<file path="src/rtl/dl_mem_writer_if.sv">
// rtl/dl_mem_writer_if.sv - ioctl download port plus toggle-handshake memory write port
//
// Purpose: bundles the hps_io ioctl download signals and the we_req/we_ack style
// memory write signals used by dl_mem_writer.
// Ports (slave = the bridge, master = the host/memory side):
//   ioctl_download, ioctl_wr, ioctl_addr[ADDR_W], ioctl_dout[IN_W]  host -> bridge
//   ioctl_wait                                                      bridge -> host
//   mem_addr[WA_W], mem_din[OUT_W], mem_be[BE_W], mem_req           bridge -> memory
//   mem_ack                                                         memory -> bridge
//   done                                                            bridge -> host

interface dl_mem_writer_if #(
    parameter int IN_W   = 16,
    parameter int OUT_W  = 64,
    parameter int ADDR_W = 25
);
    localparam int BE_W = OUT_W / 8;
    localparam int WA_W = ADDR_W - $clog2(BE_W);

    logic              ioctl_download;
    logic              ioctl_wr;
    logic [ADDR_W-1:0] ioctl_addr;
    logic [IN_W-1:0]   ioctl_dout;
    logic              ioctl_wait;
    logic [WA_W-1:0]   mem_addr;
    logic [OUT_W-1:0]  mem_din;
    logic [BE_W-1:0]   mem_be;
    logic              mem_req;
    logic              mem_ack;
    logic              done;

    modport slave (
        input  ioctl_download, ioctl_wr, ioctl_addr, ioctl_dout, mem_ack,
        output ioctl_wait, mem_addr, mem_din, mem_be, mem_req, done
    );

    modport master (
        output ioctl_download, ioctl_wr, ioctl_addr, ioctl_dout, mem_ack,
        input  ioctl_wait, mem_addr, mem_din, mem_be, mem_req, done
    );
endinterface

</file>
<file path="src/rtl/dl_mem_writer.sv">
// rtl/dl_mem_writer.sv - ioctl download to toggle-handshake memory write bridge
//
// Purpose: packs IN_W-bit ioctl writes into OUT_W-bit memory words with byte
// enables, buffers them in a FIFO_DEPTH-entry FIFO and drains them through a
// toggle request/acknowledge handshake. Partial words are flushed when the
// download ends; done pulses once everything has been written.
// Optional feature macro: DL_MEM_WRITER_BYTESWAP_EN swaps the two bytes of each
// 16-bit ioctl word before merging (no effect with IN_W=8).
// Ports:
//   clk_sys  system clock, rising edge
//   reset    asynchronous, active-high
//   bus      dl_mem_writer_if.slave (ioctl download side + memory write side)

module dl_mem_writer #(
    parameter int IN_W       = 16,
    parameter int OUT_W      = 64,
    parameter int ADDR_W     = 25,
    parameter int FIFO_DEPTH = 4
) (
    input  logic            clk_sys,
    input  logic            reset,
    dl_mem_writer_if.slave  bus
);
    localparam int BE_W = OUT_W / 8;
    localparam int IB   = IN_W / 8;
    localparam int BO   = $clog2(BE_W);
    localparam int BO_W = (BO > 0) ? BO : 1;
    localparam int WA_W = ADDR_W - BO;
    localparam int PW   = $clog2(FIFO_DEPTH);
    localparam int CW   = PW + 1;
    localparam logic [BE_W-1:0] LANE_BE0 = BE_W'((1 << IB) - 1);

    typedef enum logic {S_IDLE, S_BUSY} state_t;

    state_t            state, state_n;
    logic              issue;

    logic              dl_q;
    logic [WA_W-1:0]   acc_addr;
    logic [OUT_W-1:0]  acc_data;
    logic [BE_W-1:0]   acc_be;
    logic              acc_full;
    logic              flush_pend;
    logic              done_pend;

    logic [WA_W-1:0]   fifo_addr [FIFO_DEPTH];
    logic [OUT_W-1:0]  fifo_data [FIFO_DEPTH];
    logic [BE_W-1:0]   fifo_be   [FIFO_DEPTH];
    logic [PW-1:0]     wr_ptr, rd_ptr;
    logic [CW-1:0]     count;

    logic [WA_W-1:0]   mem_addr_q;
    logic [OUT_W-1:0]  mem_din_q;
    logic [BE_W-1:0]   mem_be_q;
    logic              mem_req_q;
    logic              wait_q;
    logic              done_q;

    logic [IN_W-1:0]   din_sw;
    logic              dl_rise, dl_fall, acc_live, push, pop;
    logic [WA_W-1:0]   wr_waddr;
    logic [BO_W-1:0]   boff;
    logic [BE_W-1:0]   lane_be, base_be, acc_be_n;
    logic [OUT_W-1:0]  lane_data, lane_bits, base_data, acc_data_n;
    logic [WA_W-1:0]   acc_addr_n;
    logic              acc_full_n, flush_pend_n, done_fire, done_pend_n, wait_n;
    logic [CW-1:0]     count_n;

    assign bus.ioctl_wait = wait_q;
    assign bus.mem_addr   = mem_addr_q;
    assign bus.mem_din    = mem_din_q;
    assign bus.mem_be     = mem_be_q;
    assign bus.mem_req    = mem_req_q;
    assign bus.done       = done_q;

`ifdef DL_MEM_WRITER_BYTESWAP_EN
    assign din_sw = {<<8{bus.ioctl_dout}};
`else
    assign din_sw = bus.ioctl_dout;
`endif

    // Drain FSM: one outstanding memory word per toggle round trip.
    always_comb begin
        state_n = state;
        issue   = 1'b0;
        case (state)
            S_IDLE: begin
                if (count != '0) begin
                    issue   = 1'b1;
                    state_n = S_BUSY;
                end
            end
            S_BUSY: begin
                if (bus.mem_ack == mem_req_q) state_n = S_IDLE;
            end
            default: state_n = S_IDLE;
        endcase
    end

    // Accumulator / FIFO bookkeeping.
    always_comb begin
        dl_rise  = bus.ioctl_download & ~dl_q;
        dl_fall  = ~bus.ioctl_download & dl_q;
        // A new download discards whatever the accumulator still holds.
        acc_live = (|acc_be) & ~dl_rise;
        wr_waddr = bus.ioctl_addr[ADDR_W-1:BO];

        if (BO > 0) boff = bus.ioctl_addr[BO_W-1:0] & ~BO_W'(IB - 1);
        else        boff = '0;

        lane_be   = LANE_BE0 << boff;
        lane_data = OUT_W'(din_sw) << {boff, 3'b000};
        lane_bits = OUT_W'({IN_W{1'b1}}) << {boff, 3'b000};

        // Full words, pending flushes and address changes all push the same
        // accumulator, so there is never more than one push per cycle.
        push = acc_live & (acc_full | flush_pend |
                           (bus.ioctl_wr & (wr_waddr != acc_addr)));

        base_data = acc_data;
        base_be   = acc_be;
        if (push || !acc_live) begin
            base_data = '0;
            base_be   = '0;
        end

        acc_addr_n = acc_addr;
        acc_data_n = base_data;
        acc_be_n   = base_be;
        if (bus.ioctl_wr) begin
            acc_addr_n = wr_waddr;
            acc_data_n = (base_data & ~lane_bits) | lane_data;
            acc_be_n   = base_be | lane_be;
        end
        acc_full_n = &acc_be_n;

        // A write merged in the falling-edge cycle is flushed the cycle after.
        flush_pend_n = (flush_pend | dl_fall) & (|acc_be_n) & ~dl_rise;

        pop     = issue;
        count_n = count + CW'(push) - CW'(pop);
        wait_n  = acc_full_n | (count_n > CW'(FIFO_DEPTH - 2)) | flush_pend_n;

        done_fire   = done_pend & ~(|acc_be) & ~flush_pend & (count == '0) &
                      (state == S_IDLE) & (bus.mem_ack == mem_req_q);
        done_pend_n = (done_pend & ~done_fire & ~dl_rise) | dl_fall;
    end

    always_ff @(posedge clk_sys or posedge reset) begin
        if (reset) begin
            dl_q       <= 1'b0;
            acc_addr   <= '0;
            acc_data   <= '0;
            acc_be     <= '0;
            acc_full   <= 1'b0;
            flush_pend <= 1'b0;
            done_pend  <= 1'b0;
            wr_ptr     <= '0;
            rd_ptr     <= '0;
            count      <= '0;
            wait_q     <= 1'b0;
            done_q     <= 1'b0;
        end else begin
            dl_q       <= bus.ioctl_download;
            acc_addr   <= acc_addr_n;
            acc_data   <= acc_data_n;
            acc_be     <= acc_be_n;
            acc_full   <= acc_full_n;
            flush_pend <= flush_pend_n;
            done_pend  <= done_pend_n;
            count      <= count_n;
            wait_q     <= wait_n;
            done_q     <= done_fire;
            if (push) wr_ptr <= wr_ptr + PW'(1);
            if (pop)  rd_ptr <= rd_ptr + PW'(1);
        end
    end

    always_ff @(posedge clk_sys) begin
        if (push) begin
            fifo_addr[wr_ptr] <= acc_addr;
            fifo_data[wr_ptr] <= acc_data;
            fifo_be[wr_ptr]   <= acc_be;
        end
    end

    always_ff @(posedge clk_sys or posedge reset) begin
        if (reset) begin
            state      <= S_IDLE;
            mem_addr_q <= '0;
            mem_din_q  <= '0;
            mem_be_q   <= '0;
            mem_req_q  <= 1'b0;
        end else begin
            state <= state_n;
            if (issue) begin
                mem_addr_q <= fifo_addr[rd_ptr];
                mem_din_q  <= fifo_data[rd_ptr];
                mem_be_q   <= fifo_be[rd_ptr];
                mem_req_q  <= ~mem_req_q;
            end
        end
    end
endmodule

</file>
<file path="src/flat_wrapper.sv">
// flat-port wrapper written by rule: the top's interface ports become plain ports
module dl_mem_writer_flat 
#(
    parameter int IN_W       = 16,
    parameter int OUT_W      = 64,
    parameter int ADDR_W     = 25,
    parameter int FIFO_DEPTH = 4
)
  (clk_sys, reset, bus_ioctl_download, bus_ioctl_wr, bus_ioctl_addr, bus_ioctl_dout, bus_mem_ack, bus_ioctl_wait, bus_mem_addr, bus_mem_din, bus_mem_be, bus_mem_req, bus_done);
  dl_mem_writer_if #(.IN_W(IN_W), .OUT_W(OUT_W), .ADDR_W(ADDR_W)) bus_i ();
  input  logic clk_sys;
  input  logic reset;
  input wire logic [$bits(bus_i.ioctl_download)-1:0] bus_ioctl_download;
  input wire logic [$bits(bus_i.ioctl_wr)-1:0] bus_ioctl_wr;
  input wire logic [$bits(bus_i.ioctl_addr)-1:0] bus_ioctl_addr;
  input wire logic [$bits(bus_i.ioctl_dout)-1:0] bus_ioctl_dout;
  input wire logic [$bits(bus_i.mem_ack)-1:0] bus_mem_ack;
  output wire logic [$bits(bus_i.ioctl_wait)-1:0] bus_ioctl_wait;
  output wire logic [$bits(bus_i.mem_addr)-1:0] bus_mem_addr;
  output wire logic [$bits(bus_i.mem_din)-1:0] bus_mem_din;
  output wire logic [$bits(bus_i.mem_be)-1:0] bus_mem_be;
  output wire logic [$bits(bus_i.mem_req)-1:0] bus_mem_req;
  output wire logic [$bits(bus_i.done)-1:0] bus_done;
  assign bus_i.ioctl_download = bus_ioctl_download;
  assign bus_i.ioctl_wr = bus_ioctl_wr;
  assign bus_i.ioctl_addr = bus_ioctl_addr;
  assign bus_i.ioctl_dout = bus_ioctl_dout;
  assign bus_i.mem_ack = bus_mem_ack;
  assign bus_ioctl_wait = bus_i.ioctl_wait;
  assign bus_mem_addr = bus_i.mem_addr;
  assign bus_mem_din = bus_i.mem_din;
  assign bus_mem_be = bus_i.mem_be;
  assign bus_mem_req = bus_i.mem_req;
  assign bus_done = bus_i.done;
  dl_mem_writer #(.IN_W(IN_W), .OUT_W(OUT_W), .ADDR_W(ADDR_W), .FIFO_DEPTH(FIFO_DEPTH)) u_core (.clk_sys(clk_sys), .reset(reset), .bus(bus_i));
endmodule
</file>
<file path="config.mk">
export PLATFORM = sky130hd
export DESIGN_NAME = dl_mem_writer_flat
export DESIGN_NICKNAME = d
export VERILOG_FILES = /design/src/rtl/dl_mem_writer_if.sv /design/src/rtl/dl_mem_writer.sv /design/src/flat_wrapper.sv
export SDC_FILE = /design/constraint.sdc
export NUM_CORES = 1
export LEC_CHECK = 0
export BUFFER_PORTS_ARGS = -buffer_cell sky130_fd_sc_hd__buf_2
export CAP_MARGIN = 20
export CORE_ASPECT_RATIO = 0.9
export CORE_MARGIN = 2
export CORE_UTILIZATION = 55
export CTS_CLUSTER_SIZE = 24
export DETAILED_ROUTE_END_ITERATION = 6
export PLACE_DENSITY = 0.81
export SLEW_MARGIN = 25
export SYNTH_ARGS = -nofsm -noshare
export SYNTH_HDL_FRONTEND = slang
export SYNTH_SLANG_ARGS = --single-unit
</file>
<file path="constraint.sdc">
create_clock -name clk_sys -period 8.11 [get_ports clk_sys]
set_input_delay 1.2165 -clock clk_sys [delete_from_list [all_inputs] [get_ports clk_sys]]
set_output_delay 1.2165 -clock clk_sys [all_outputs]
set_load 0.005 [all_outputs]
</file>
**Yosys cells after proc, flatten, opt, wreduce, memory -nomap -nowiden**

Memory sizes are Yosys's and may differ from the RTL's. A register that Yosys moved wholly into a read port is not among the register bits.
Index checks and enable logic that the tools add are counted.

- Register bits: 109
- Memory bits (writable): 376
- Bits of input ports: 46
- Output and inout bits: 97
- Word-level logic and storage cells: 76
- Memories kept: 3

- Add/subtract/negate cells: 4
- Magnitude comparators: 1
- Equality and inequality tests: 2
- Shift-type cells: 3
- Multiplexer cells: 10
- Bitwise gates (word level): 32
- Reductions and logical operators: 7

Memory list:

| name | depth | width | read ports | clocked after Yosys merged registers in | wr ports | RTL line | source |
|---|---|---|---|---|---|---|---|
| u_core.fifo_data | 4 | 64 | 1 | 1 | 1 | dl_mem_writer.sv:47 | `logic [OUT_W-1:0] fifo_data [FIFO_DEPTH];` |
| u_core.fifo_addr | 4 | 22 | 1 | 1 | 1 | dl_mem_writer.sv:46 | `logic [WA_W-1:0] fifo_addr [FIFO_DEPTH];` |
| u_core.fifo_be | 4 | 8 | 1 | 1 | 1 | dl_mem_writer.sv:48 | `logic [BE_W-1:0] fifo_be [FIFO_DEPTH];` |

Operators by type and width:

| kind | count |
|---|---|
| $mux 64 | 2 |
| $and 64x64->64 | 1 |
| $not 64->64 | 1 |
| $or 64x64->64 | 1 |
| $shl 16x6->64 | 1 |
| $shl 16x6->64 const A | 1 |
| $ne 22x22->1 | 1 |
| $mux 8 | 2 |
| $reduce_or 8->1 | 2 |
| $and 1x1->1 | 14 |
| $not 1->1 | 8 |
| $or 8x8->8 | 1 |
| $reduce_and 8->1 | 1 |
| $shl 2x3->8 const A | 1 |
| $or 1x1->1 | 6 |
| $mux 1 | 5 |
| $add 2x1->2 const B | 2 |
| $add 3x1->3 | 1 |
| $gt 3x2->1 const B | 1 |
| $logic_not 3->1 | 1 |
| $reduce_bool 3->1 | 1 |
| $sub 3x1->3 | 1 |
| $pmux 1 s2 | 1 |
| $eq 1x1->1 | 1 |
| 2 further kinds | 2 |

**Depth between registers and ports, before layout**

- Depth after elaboration: 13
- Gate-level depth with buffers: 13
- Depth with buffers taken out: 12

**Worst setup path before layout**

OpenSTA, ideal clock, no wires.

- Kind: in2reg
- From: input bus_ioctl_addr[6]
- To: memory u_core.fifo_addr[0][0] (netlist bit) (enable)
- Setup time: 0.465 ns
- Arrival time: 4.364 ns
- Required time: 7.645 ns
- Slack: 3.281 ns
- Cell stages on the path: 6
- Path buffers: 1
- Cells stage by stage: xor2_1 -> nor4_2 -> and4_1 -> a21oi_2 -> buf_6 -> o311a_1

- Longest elaborated chain between the ends: 6

Ends and longest elaborated chain:

| item | RTL line | source |
|---|---|---|
| start: declaration | flat_wrapper.sv:15 | `input wire logic [$bits(bus_i.ioctl_addr)-1:0] bus_ioctl_addr;` |
| $ne 22x22->1 | dl_mem_writer.sv:118 | `(bus.ioctl_wr & (wr_waddr != acc_addr)));` |
| $and 1x1->1 | dl_mem_writer.sv:118 |  |
| $or 1x1->1 | dl_mem_writer.sv:117 | `push = acc_live & (acc_full \| flush_pend \|` |
| $and 1x1->1 | dl_mem_writer.sv:117 |  |
| $mux 1 | dl_mem_writer.sv:180 | `if (push) begin` |
| $mux 1 (not written as such) | dl_mem_writer.sv:181 | `fifo_addr[wr_ptr] <= acc_addr;` |
| end: declaration | dl_mem_writer.sv:46 |  |

No other way between the ends.

**Worst setup path in the final report**

- From: input bus_ioctl_addr[20]
- To: memory u_core.fifo_data[3][12] (enable)

- Longest elaborated chain between the ends: 6

Ends and longest elaborated chain:

| item | RTL line | source |
|---|---|---|
| $ne 22x22->1 | dl_mem_writer.sv:118 |  |
| $and 1x1->1 | dl_mem_writer.sv:118 |  |
| $or 1x1->1 | dl_mem_writer.sv:117 |  |
| $and 1x1->1 | dl_mem_writer.sv:117 |  |
| $mux 1 | dl_mem_writer.sv:180 |  |
| $mux 1 (not written as such) | dl_mem_writer.sv:182 | `fifo_data[wr_ptr] <= acc_data;` |
| end: declaration | dl_mem_writer.sv:47 |  |

No other way between the ends.

==> out/qor.yml <==
outcome:
  status: "complete, no violations"
cells_and_area:
  final_core_utilization_pct: 63.6
  fin_cells: 1899
  syn_to_final_growth_pct: 13.9
  final_area_um2: 25100
  final_nets: 1373
  drive_gt1_share_pct: 35.7
  final.fill_count: 2655
global_routing:
  grt_pass1_vias: 12000
  grt.total_usage_pct: 22.6
  grt_pass1_wl_um: 70900
  top_usage_layer: "met2"
  grt_util_met3_pct: 4.63
  antenna_found_initial: 3
  grt.overflow.total: 0
  grt_use_met2_pct: 36.4
  grt_max_degree: 82
  use_met1_pct: 29.8
clock_tree:
  cts-root-buf: "clkbuf_16"
  clockBufferDepth: 3
  clock_latency_ns: 0.60
  htreeDepth: 2
  postCtsSetupBuffers: 0
  clock_sinks: 579
  clk_pin_slew_ns: 0.06
  cts_buffers: 56
  cts_tree: "done"
  postCtsHoldBufs: 0
  cts_resized: 0
worst_setup_path:
  path_class: "input port to flop"
  critical_path_required_ns: 8.33
  end_kind: "flop"
  critPathArrivalTime_ns: 4.65
  reg2reg_depth: 7
  path_max_fanout: 79
  critPathLaunchType: "input port"
  r2r_end: "u_core.fifo_data[3][12]$_DFFE_PP_"
  reg2reg_from: "u_core.acc_addr[17]$_DFFE_PP0P_"
  r2r_slack_ns: 3.92
power:
  power_density_nw_per_um2: 354
  pwr-share-comb_pct: 24.8
  swShare_pct: 28.0
  p_leak_nw: 9.05
  p_seq_share_pct: 47.0
  p_int_w: 0.00640
  ir_drop_uv: 194
  p_clk_share_pct: 28.2
  netSwitchingPower_w: 0.00249
floorplan:
  die_w_um: 215
  die_h_um: 194
  rows: 69
  start_util_pct: 55.8
  io_pins: 143
  die_area_um2: 41600
  core_region_area_um2: 39500
synth:
  synthCells: 1173
  postSynthAreaPerCell_um2: 18.8
  synthFlopType: "edfxtp_1"
  synth_seq_cells: 579
  synth_edf_count: 376
  ys_types: 45
  netlist_area_um2: 22000
  async_flop_share_pct: 35.1
  yosys_warnings: 0
  synth_nets: 1226
  synth-seq-area-share_pct: 74.4
sta:
  relSlewSlack_pct: 31.2
  setup_ws_ns: 3.68
  fin_tns_setup_ns: 0
  tightest_slew_ns: 1.03
  finalCritPeriodShare_pct: 54.6
  post-route-min-period_ns: 4.43
  fin_worst_skew_ns: 0.0179
  finalHoldViolCount: 0
  setup_viol: 0
  max_freq_mhz: 226
  slew_viol_final: 0
  rsz0062_at_grt: "no"
placement:
  dp_cells: 1794
  place_ws_ns: 3.09
  gp_congestion: 0.758
  io_buffers: 141
  dp_hpwl_um: 26100
  place_area_um2: 23300
routing:
  antenna_left: 0
  routed_via_density: 5.97
  route.detailed.drc: 0
  wl_um: 45500
  num_vias: 11300
  wl_per_cell_um: 24.0
  drt_iter0_drc: 1024
  first_pass_iters: 7
job:
  cap_violations: 0
min_path:
  min_path_cells: 1
  hp-start: "u_core.done_pend$_DFF_PP0_"
  holdPathEnd: "u_core.bus.done$_DFF_PP0_"
  min_path_type: "flop to flop"
[worst max-delay path, stage by stage]
cell,delay [ns]
buf_2,0.11
xor2_1,0.36
nor4_2,0.15
and4_1,0.29
a21oi_4,0.15
buf_4,0.76
o311a_4,0.89
buf_4,0.66
[metal layers]
layer,part of all wire [%],vias up
met5,0.026,-
met4,4.5,2
met3,6.6,129
met2,49,420
met1,40,5933
li1,-,4851
[stage by stage]
step / total power, W / hold slack [ns]
2_1_floorplan: 0.00568 / 0.445
5_1_grt: 0.00929 / 0.500
3_5_place_dp: 0.00648 / 0.467
3_3_place_gp: 0.00637 / 0.467
6_report: 0.00888 / 0.483
4_1_cts: 0.00898 / 0.486
[cells in the final DEF, fill, tap and decap left out, types with 3 or more instances in the layout]
master / instances
nor2_1: 3
inv_1: 14
xnor2_1: 6
nand2_1: 133
dfrtp_1: 201
nor4_2: 4
a21oi_1: 7
o311a_4: 4
mux2_2: 117
o31ai_1: 61
nand3_1: 5
o31ai_2: 11
nand4_1: 3
clkbuf_1: 5
nor4_1: 4
clkinv_2: 14
clkinv_1: 10
ha_1: 6
mux4_2: 94
buf_4: 14
clkinvlp_4: 7
xor2_1: 22
edfxtp_1: 376
bufinv_16: 3
clkbuf_8: 6
clkbuf_16: 56
buf_2: 141
[registers in the layout (all words and copies together), names as in the netlist]
| register | flops |
|---|---|
| u_core.fifo_be | 32 |
| u_core.wr_ptr | 2 |
| u_core.rd_ptr | 2 |
| u_core.done_pend | 1 |
| u_core.fifo_data | 256 |
| u_core.dl_q | 1 |
| u_core.acc_addr | 22 |
| u_core.bus.mem_addr | 22 |
| u_core.count | 3 |
| u_core.acc_be | 8 |
| u_core.state | 1 |
| u_core.bus.ioctl_wait | 1 |
| u_core.acc_data | 64 |
| u_core.bus.mem_be | 8 |
| u_core.flush_pend | 1 |
| u_core.acc_full | 1 |
| u_core.fifo_addr | 88 |
| u_core.bus.done | 1 |
| u_core.bus.mem_din | 64 |
| u_core.bus.mem_req | 1 |
[synth_stat cells (3+ instances only)]
| library cell | instances | share of area, % |
|---|---|---|
| edfxtp_1 | 376 | 51 |
| dfrtp_1 | 203 | 23 |
| nand2_1 | 134 | 2.3 |
| mux2_2 | 117 | 6.0 |
| mux4_2 | 94 | 9.6 |
| o31ai_1 | 61 | 2.1 |
| clkbuf_1 | 40 | 0.68 |
| xor2_1 | 22 | 0.88 |
| buf_2 | 21 | 0.48 |
| inv_1 | 15 | 0.26 |
| o31ai_2 | 11 | 0.63 |
| a21oi_1 | 7 | 0.16 |
| ha_1 | 6 | 0.34 |
| xnor2_1 | 6 | 0.24 |
| nand3_1 | 5 | 0.11 |
| nor2_1 | 5 | 0.085 |
| nor4_1 | 4 | 0.11 |
| nor4_2 | 4 | 0.23 |
| o311a_1 | 4 | 0.18 |
| nand4_1 | 3 | 0.085 |
[final cells by class]
cell class	count	area (um2)	share of cell area [%]
flip-flops and latches	579	16400	65.3
multi-input cells	512	5360	21.4
clock buffers	67	1500	5.99
repair buffers	155	811	3.23
well taps	532	666	2.65
clock inverters	37	287	1.14
inverters	16	67.6	0.269
diodes	1	2.50	0.00998
[how the worst max path moves through the flow]
stage	startpoint	endpoint	slack, ns	depth (start not counted)
floorplan	reset	u_core.acc_addr[0]$_DFFE_PP0P_	1.35	1
global placement	bus_ioctl_addr[20]	u_core.fifo_data[2][56]$_DFFE_PP_	3.12	8
detailed placement	bus_ioctl_addr[20]	u_core.fifo_data[2][57]$_DFFE_PP_	3.09	8
CTS	bus_ioctl_addr[20]	u_core.fifo_data[2][60]$_DFFE_PP_	3.70	8
global route	bus_ioctl_addr[20]	u_core.fifo_data[3][3]$_DFFE_PP_	3.54	8
finish	bus_ioctl_addr[20]	u_core.fifo_data[3][12]$_DFFE_PP_	3.68	8
[power groups by stage]
stage                     logic (W)  registers [W]  clock network (W)
after detailed placement    0.00224        0.00423                  0
after global routing        0.00239        0.00425            0.00266
final                       0.00221        0.00418            0.00250
after CTS                   0.00226        0.00418            0.00254
after global placement      0.00218        0.00419                  0
after floorplan             0.00154        0.00414                  0
[cell families (layout without fill, tap and decap cells)]
kind of cell	after synthesis	in the layout	share of synthesized area [%]
adders and majority gates	8	8	0.477
DFF	579	579	74.4
AOI/OAI and AO/OA	93	93	3.39
and+or+nand+nor	170	170	3.36
muxes	213	213	15.7
xor gates and xnor gates	28	28	1.11
other	0	1	0
buffers and inverters	82	275	1.60
Note: power is estimated with default switching activity, not from simulation.
